===== src/rtl/fb_write_arbiter.sv =====
// -----------------------------------------------------------------------------
// fb_write_arbiter
//
// Write-side controller for port A of the 256x240x6-bit NES frame buffer BRAM,
// running entirely in the NES clock domain. Three requesters share the single
// write port:
//   * PPU pixels    - detected from changes of cycle/scanline, never stalled,
//                     so they always win arbitration.
//   * clear engine  - walks addresses 0..61439 writing a latched fill colour.
//   * OSD writer    - external req/ack requester.
// Clear and OSD share the cycles left over by the PPU round-robin.
//
// Pipeline: requests are arbitrated combinationally and the winning write is
// captured in a grant stage (r_g_*) at edge N; the output registers drive the
// BRAM port after edge N+1. Every output is a flop.
//
// OSD handshake: the requester raises osd_req with osd_addr/osd_data and holds
// all three stable until it samples osd_ack=1 (a one-cycle pulse). It may
// present the next request on the cycle after the ack. Because the ack emerges
// two edges after the grant, osd_req is ignored while a grant is in flight
// (r_g_osd) and while osd_ack is high, so a held request is never taken twice.
// Targets with y >= 240 are acknowledged without writing.
//
// Configuration macro: FB_OVERSCAN_MASK_EN
//   defined   - PPU pixels on the top/bottom MASK_LINES lines are written with
//               MASK_COLOR instead of color. Clear and OSD data are untouched.
//   undefined - color is always written; MASK_LINES/MASK_COLOR are unused.
//
// Ports:
//   clk          in   NES clock
//   reset        in   asynchronous active-high reset
//   color        in   [5:0]  PPU palette index
//   cycle        in   [8:0]  PPU dot
//   scanline     in   [8:0]  PPU line
//   clear_start  in   pulse, starts a frame clear (ignored while clearing)
//   clear_color  in   [5:0]  fill value, sampled with an accepted clear_start
//   clear_busy   out  clear in progress
//   osd_req      in   OSD write request, held until osd_ack
//   osd_addr     in   [15:0] OSD target {y[7:0], x[7:0]}
//   osd_data     in   [5:0]  OSD palette index
//   osd_ack      out  one-cycle pulse, OSD request consumed
//   fb_we        out  BRAM port A write enable
//   fb_addr      out  [15:0] BRAM port A address
//   fb_wdata     out  [5:0]  BRAM port A write data
//   frame_done   out  one-cycle pulse at the end of the visible frame
// -----------------------------------------------------------------------------
`timescale 1ns/1ps

module fb_write_arbiter #(
  parameter int         MASK_LINES = 8,
  parameter logic [5:0] MASK_COLOR = 6'h0F
) (
  input  logic        clk,
  input  logic        reset,
  input  logic [5:0]  color,
  input  logic [8:0]  cycle,
  input  logic [8:0]  scanline,
  input  logic        clear_start,
  input  logic [5:0]  clear_color,
  output logic        clear_busy,
  input  logic        osd_req,
  input  logic [15:0] osd_addr,
  input  logic [5:0]  osd_data,
  output logic        osd_ack,
  output logic        fb_we,
  output logic [15:0] fb_addr,
  output logic [5:0]  fb_wdata,
  output logic        frame_done
);

  localparam logic [15:0] LAST_ADDR  = 16'd61439;  // 256*240 - 1
  localparam logic [15:0] OSD_LIMIT  = 16'd61440;  // first address with y = 240
  localparam logic [8:0]  VIS_LINES  = 9'd240;
  localparam logic [8:0]  LAST_LINE  = 9'd239;

  typedef enum logic {
    ST_IDLE  = 1'b0,
    ST_CLEAR = 1'b1
  } state_t;

  // ---------------------------------------------------------------------------
  // Registers
  // ---------------------------------------------------------------------------
  logic [8:0]  r_cycle;
  logic [8:0]  r_scanline;
  state_t      r_state;
  logic [15:0] r_caddr;
  logic [5:0]  r_clr_color;
  logic        r_last_clr;    // 1: clear was granted last, 0: OSD was

  // Grant stage: the write chosen at edge N, driven to the port at edge N+1.
  logic        r_g_we;
  logic        r_g_osd;
  logic [15:0] r_g_addr;
  logic [5:0]  r_g_data;

  // ---------------------------------------------------------------------------
  // Combinational signals
  // ---------------------------------------------------------------------------
  logic        w_pix_new;
  logic [5:0]  w_pix_data;
  logic        w_clr_pend;
  logic        w_osd_pend;
  logic        w_gnt_pix;
  logic        w_gnt_clr;
  logic        w_gnt_osd;
  logic        w_osd_in_range;

  state_t      w_state_nx;
  logic [15:0] w_caddr_nx;
  logic [5:0]  w_clr_color_nx;
  logic        w_last_clr_nx;

  logic        w_g_we_nx;
  logic [15:0] w_g_addr_nx;
  logic [5:0]  w_g_data_nx;

  // ---------------------------------------------------------------------------
  // Pixel detection
  // ---------------------------------------------------------------------------
  // A new dot is any change of position landing on a visible line and in the
  // first 256 dots. The address ignores bit 8 of both coordinates because they
  // are zero whenever this fires.
  assign w_pix_new = ((r_cycle != cycle) || (r_scanline != scanline)) &&
                     (scanline < VIS_LINES) && !cycle[8];

`ifdef FB_OVERSCAN_MASK_EN
  localparam logic [8:0] MASK_TOP = 9'(MASK_LINES);
  localparam logic [8:0] MASK_BOT = 9'(240 - MASK_LINES);

  assign w_pix_data = ((scanline < MASK_TOP) || (scanline >= MASK_BOT)) ?
                      MASK_COLOR : color;
`else
  assign w_pix_data = color;

  logic w_unused_cfg;
  assign w_unused_cfg = (^MASK_COLOR) ^ (MASK_LINES != 0);
`endif

  // ---------------------------------------------------------------------------
  // Arbitration
  // ---------------------------------------------------------------------------
  assign w_clr_pend     = (r_state == ST_CLEAR);
  // A held request is blind while its grant is in flight or being acked.
  assign w_osd_pend     = osd_req && !r_g_osd && !osd_ack;
  assign w_osd_in_range = (osd_addr < OSD_LIMIT);

  always_comb begin
    w_gnt_pix = 1'b0;
    w_gnt_clr = 1'b0;
    w_gnt_osd = 1'b0;
    if (w_pix_new) begin
      w_gnt_pix = 1'b1;
    end else if (w_clr_pend && w_osd_pend) begin
      // Both waiting: serve whichever was not served last.
      if (r_last_clr) begin
        w_gnt_osd = 1'b1;
      end else begin
        w_gnt_clr = 1'b1;
      end
    end else if (w_clr_pend) begin
      w_gnt_clr = 1'b1;
    end else if (w_osd_pend) begin
      w_gnt_osd = 1'b1;
    end
  end

  always_comb begin
    w_last_clr_nx = r_last_clr;
    if (w_gnt_clr) begin
      w_last_clr_nx = 1'b1;
    end else if (w_gnt_osd) begin
      w_last_clr_nx = 1'b0;
    end
  end

  // ---------------------------------------------------------------------------
  // Clear FSM: next state
  // ---------------------------------------------------------------------------
  always_comb begin
    w_state_nx     = r_state;
    w_caddr_nx     = r_caddr;
    w_clr_color_nx = r_clr_color;
    case (r_state)
      ST_IDLE: begin
        if (clear_start) begin
          w_state_nx     = ST_CLEAR;
          w_caddr_nx     = 16'd0;
          w_clr_color_nx = clear_color;
        end
      end
      ST_CLEAR: begin
        // clear_start is deliberately not looked at here: no restart.
        if (w_gnt_clr) begin
          if (r_caddr == LAST_ADDR) begin
            w_state_nx = ST_IDLE;
          end else begin
            w_caddr_nx = r_caddr + 16'd1;
          end
        end
      end
      default: begin
        w_state_nx = ST_IDLE;
      end
    endcase
  end

  // ---------------------------------------------------------------------------
  // Write mux into the grant stage
  // ---------------------------------------------------------------------------
  always_comb begin
    w_g_we_nx   = 1'b0;
    w_g_addr_nx = r_g_addr;
    w_g_data_nx = r_g_data;
    if (w_gnt_pix) begin
      w_g_we_nx   = 1'b1;
      w_g_addr_nx = {scanline[7:0], cycle[7:0]};
      w_g_data_nx = w_pix_data;
    end else if (w_gnt_clr) begin
      w_g_we_nx   = 1'b1;
      w_g_addr_nx = r_caddr;
      w_g_data_nx = r_clr_color;
    end else if (w_gnt_osd && w_osd_in_range) begin
      w_g_we_nx   = 1'b1;
      w_g_addr_nx = osd_addr;
      w_g_data_nx = osd_data;
    end
  end

  // ---------------------------------------------------------------------------
  // State registers
  // ---------------------------------------------------------------------------
  always_ff @(posedge clk or posedge reset) begin
    if (reset) begin
      r_cycle     <= 9'd0;
      r_scanline  <= 9'd0;
      r_state     <= ST_IDLE;
      r_caddr     <= 16'd0;
      r_clr_color <= 6'd0;
      r_last_clr  <= 1'b0;
      r_g_we      <= 1'b0;
      r_g_osd     <= 1'b0;
      r_g_addr    <= 16'd0;
      r_g_data    <= 6'd0;
    end else begin
      r_cycle     <= cycle;
      r_scanline  <= scanline;
      r_state     <= w_state_nx;
      r_caddr     <= w_caddr_nx;
      r_clr_color <= w_clr_color_nx;
      r_last_clr  <= w_last_clr_nx;
      r_g_we      <= w_g_we_nx;
      r_g_osd     <= w_gnt_osd;
      r_g_addr    <= w_g_addr_nx;
      r_g_data    <= w_g_data_nx;
    end
  end

  // ---------------------------------------------------------------------------
  // Output registers
  // ---------------------------------------------------------------------------
  always_ff @(posedge clk or posedge reset) begin
    if (reset) begin
      fb_we      <= 1'b0;
      fb_addr    <= 16'd0;
      fb_wdata   <= 6'd0;
      osd_ack    <= 1'b0;
      clear_busy <= 1'b0;
      frame_done <= 1'b0;
    end else begin
      fb_we      <= r_g_we;
      fb_addr    <= r_g_addr;
      fb_wdata   <= r_g_data;
      osd_ack    <= r_g_osd;
      clear_busy <= (r_state == ST_CLEAR);
      frame_done <= (r_scanline == LAST_LINE) && (scanline == VIS_LINES);
    end
  end

endmodule


===== config.mk =====
export PLATFORM = sky130hd
export DESIGN_NAME = fb_write_arbiter
export DESIGN_NICKNAME = d
export VERILOG_FILES = /design/src/rtl/fb_write_arbiter.sv
export SDC_FILE = /design/constraint.sdc
export NUM_CORES = 1
export LEC_CHECK = 0
export ABC_CLOCK_PERIOD_IN_PS = 3100
export CAP_MARGIN = 10
export CELL_PAD_IN_SITES_DETAIL_PLACEMENT = 0
export CELL_PAD_IN_SITES_GLOBAL_PLACEMENT = 1
export CORE_MARGIN = 2
export CORE_UTILIZATION = 36
export CTS_CLUSTER_DIAMETER = 30
export CTS_CLUSTER_SIZE = 25
export DETAILED_ROUTE_END_ITERATION = 10
export PLACE_DENSITY = 0.83
export SYNTH_ARGS = -nofsm -noshare
export SYNTH_HDL_FRONTEND = slang
export SYNTH_SLANG_ARGS = --single-unit

===== constraint.sdc =====
create_clock -name clk -period 3.1 [get_ports clk]
set_input_delay 0.62 -clock clk [delete_from_list [all_inputs] [get_ports clk]]
set_output_delay 0.62 -clock clk [all_outputs]
set_load 0.02 [all_outputs]

==> flow_summary.ini <==
[setup_path]
reg2reg_from = r_scanline[5]
cp-start-kind = input pin
worst_setup_path_end_kind = flop
r2r_slack_ns = 0.84
required_ns = 3.34
path_class = in2reg
r2r_cells = 7
cp_max_fo = 8
worstPathArrival_ns = 2.86
reg2reg_to = r_caddr[12]
crit_start = scanline[5]
endpoint = r_caddr[12]

[timing]
final-setup-viol-count = 0
grt_setup_unrepaired = false
whs_ns = 0.357
max-slew-margin-rel = 0.560
slew_violations = 0
setup_slack_ns = 0.485
timing.setup.tns_ns = 0
max_freq_ghz = 0.382
fin_crit_sh = 0.843
finalClockSkew_ns = 0.0100
finalHoldViolCount = 0
worst_slew_pin_slew_ns = 0.659
min_period_ns = 2.61

[synth]
yosysMostFrequentCell = dfrtp_1
synth_area_per_cell_um2 = 11.4
syn_area_um2 = 4000
synthTopCellsByArea = dfrtp_1 (58%), mux2i_1 (6.3%), mux2_1 (5.9%)
synth_ff_type = dfrtp_1
synth_top_area_share = 0.576
ys_ff_latch = 92
synth_common_cells = dfrtp_1 (92), nand2_1 (57), o21ai_1 (26)
yosysSeqAreaShare = 0.576
async_flop_share = 1.00
synth_edf_count = 0
yosys.area.top_type = dfrtp_1
syn_inst = 351
synth.distinct_cells = 45
synth_fp_nets = 408
synth_warnings = 0

[pwr]
vdd.ir_drop.worst_uv = 371
power_switching_mw = 1.13
powerDensity_nw_per_um2 = 684
p_seq_frac = 0.453
internal_power_mw = 2.47
power.total_mw = 3.60
p_comb_frac = 0.298
p_leak_nw = 2.29
p_clk_frac = 0.248
p_sw_frac = 0.314

[route]
dr.max_layer_used = met4
drc_errors = 0
routed_wl_um = 9030
firstDrtPassIters = 6
vias = 2887
wl_met2_um = 4480
avgViaCountPerCell = 4.96
wl_per_cell_um = 15.5
wl_met1_um = 4000
drtAntennaViolNets = 0
drt_iter0_drc = 140
wl_met3_um = 401

[finish]
finalNetCount = 494
ff_latch_area_um2 = 2300
stdcell_count = 582
area_growth_syn_to_layout_pct = 31.5
drive_above_1_share = 0.0701
fillers = 1014
n_antenna_cell = 0
multi_input_area_um2 = 1610

[clock_network]
clkSinkCount = 92
numCtsBuffers = 9
clk_path_buf_depth = 2
clock_latency_ns = 0.36
htreeDepth = 3
cts_setup_buffers = 0
cts-root-buf = clkbuf_8
tritoncts = done
post_cts_resized = 0
hold_buffers = 0
clk_pin_slew_ns = 0.09

[placed_design]
port_buffers = 81
place_congestion = 0.802
dp_hpwl_um = 6740
dp.cells = 566
dpl_worst_slack_ns = 0.0871

[global_route]
grt_overflow = 0
grt_pass1_vias = 2942
grt_pass1_wl_um = 14800
grt_max_degree = 56
grt_use_total = 0.164
antenna_found_initial = 0

[worst_hold_path]
hold_path.class = reg2reg

[die]
ios = 82
die_h_um = 109
die_area_um2 = 12000
core-area_um2 = 10800
initial_utilization = 0.369
die_w_um = 109
fp-row-count = 38

[status]
outcome = complete, no violations

[job]
maxCapViolCount = 0
-- state kept, by name, indices dropped and copies added, names as in the netlist --
name / cells
r_g_addr: 16
r_cycle: 9
fb_wdata: 6
fb_addr: 16
r_scanline: 9
clear_busy: 1
osd_ack: 1
r_clr_color: 6
r_g_osd: 1
frame_done: 1
r_g_we: 1
r_state: 1
fb_we: 1
r_g_data: 6
r_caddr: 16
r_last_clr: 1
-- logic make-up (layout without fill, tap and decap cells) --
| kind of cell | after synthesis | in the layout | synth area share |
|---|---|---|---|
| xor gates and xnor gates | 18 | 18 | 0.0394 |
| buffers and inverters | 20 | 111 | 0.0225 |
| AOI/OAI and AO/OA | 54 | 54 | 0.0817 |
| adders and majority gates | 1 | 1 | 0.00313 |
| DFF | 92 | 92 | 0.576 |
| and+or+nand+nor | 120 | 120 | 0.155 |
| muxes | 46 | 46 | 0.122 |
-- routing by layer --
| layer | vias to the layer above | GRT usage |
|---|---|---|
| met2 | 67 | 0.265 |
| li1 | 1408 | - |
| met1 | 1402 | 0.215 |
| met4 | 0 | 0.0579 |
| met3 | 10 | 0.0409 |
| met5 | - | 0 |
-- critical path: stages --
cell             delay [ns]
clkdlybuf4s50_1        0.49
xnor2_1                0.25
nand4_1                0.19
or3_4                  0.37
o21a_1                 0.27
buf_4                  0.19
o211a_1                0.21
a211o_1                0.26
-- per-stage QoR --
stage | utilization | area, µm²
6_report | 0.485 | 5250
5_1_grt | 0.485 | 5250
4_1_cts | 0.485 | 5250
3_5_place_dp | 0.464 | 5030
3_3_place_gp | 0.464 | 5030
2_1_floorplan | - | 4000
-- layout make-up --
| cell class | count | share of cell area |
|---|---|---|
| tap | 140 | 0.0333 |
| clock buffer | 10 | 0.0243 |
| clock inverter | 6 | 0.0179 |
| timing repair buffer | 92 | 0.177 |
| multi-input combinational | 239 | 0.307 |
| inverter | 3 | 0.00238 |
| sequential | 92 | 0.438 |
-- worst min path at each step --
stage                start  endpoint  slack (ns)  depth (start not counted)
finish              r_g_we     fb_we        0.36                          0
global route        r_g_we     fb_we        0.38                          0
CTS                 r_g_we     fb_we        0.36                          0
detailed placement  r_g_we     fb_we        0.34                          0
global placement    r_g_we     fb_we        0.34                          0
floorplan           r_g_we     fb_we        0.33                          0
-- cell usage in the layout, fill, tap and decap left out, drive strengths merged, types with 7 or more instances in the layout --
master,netlist,final
nor2,7,7
clkbuf,10,10
nand2,57,57
mux2,21,21
clkdlybuf4s50,0,81
mux2i,25,25
nand3,9,9
nand4,8,8
xor2,12,12
a21oi,13,13
o21ai,26,26
nand2b,7,7
buf,7,11
dfrtp,92,92
-- power groups by stage --
stage / Sequential, mW / Clock [mW] / Combinational, mW
finish: 1.63 / 0.892 / 1.07
global route: 1.66 / 0.977 / 1.17
CTS: 1.63 / 0.915 / 1.09
detailed placement: 1.66 / 0 / 1.08
global placement: 1.65 / 0 / 1.06
floorplan: 1.75 / 0 / 0.506
Power figures use the tool's default switching activity.
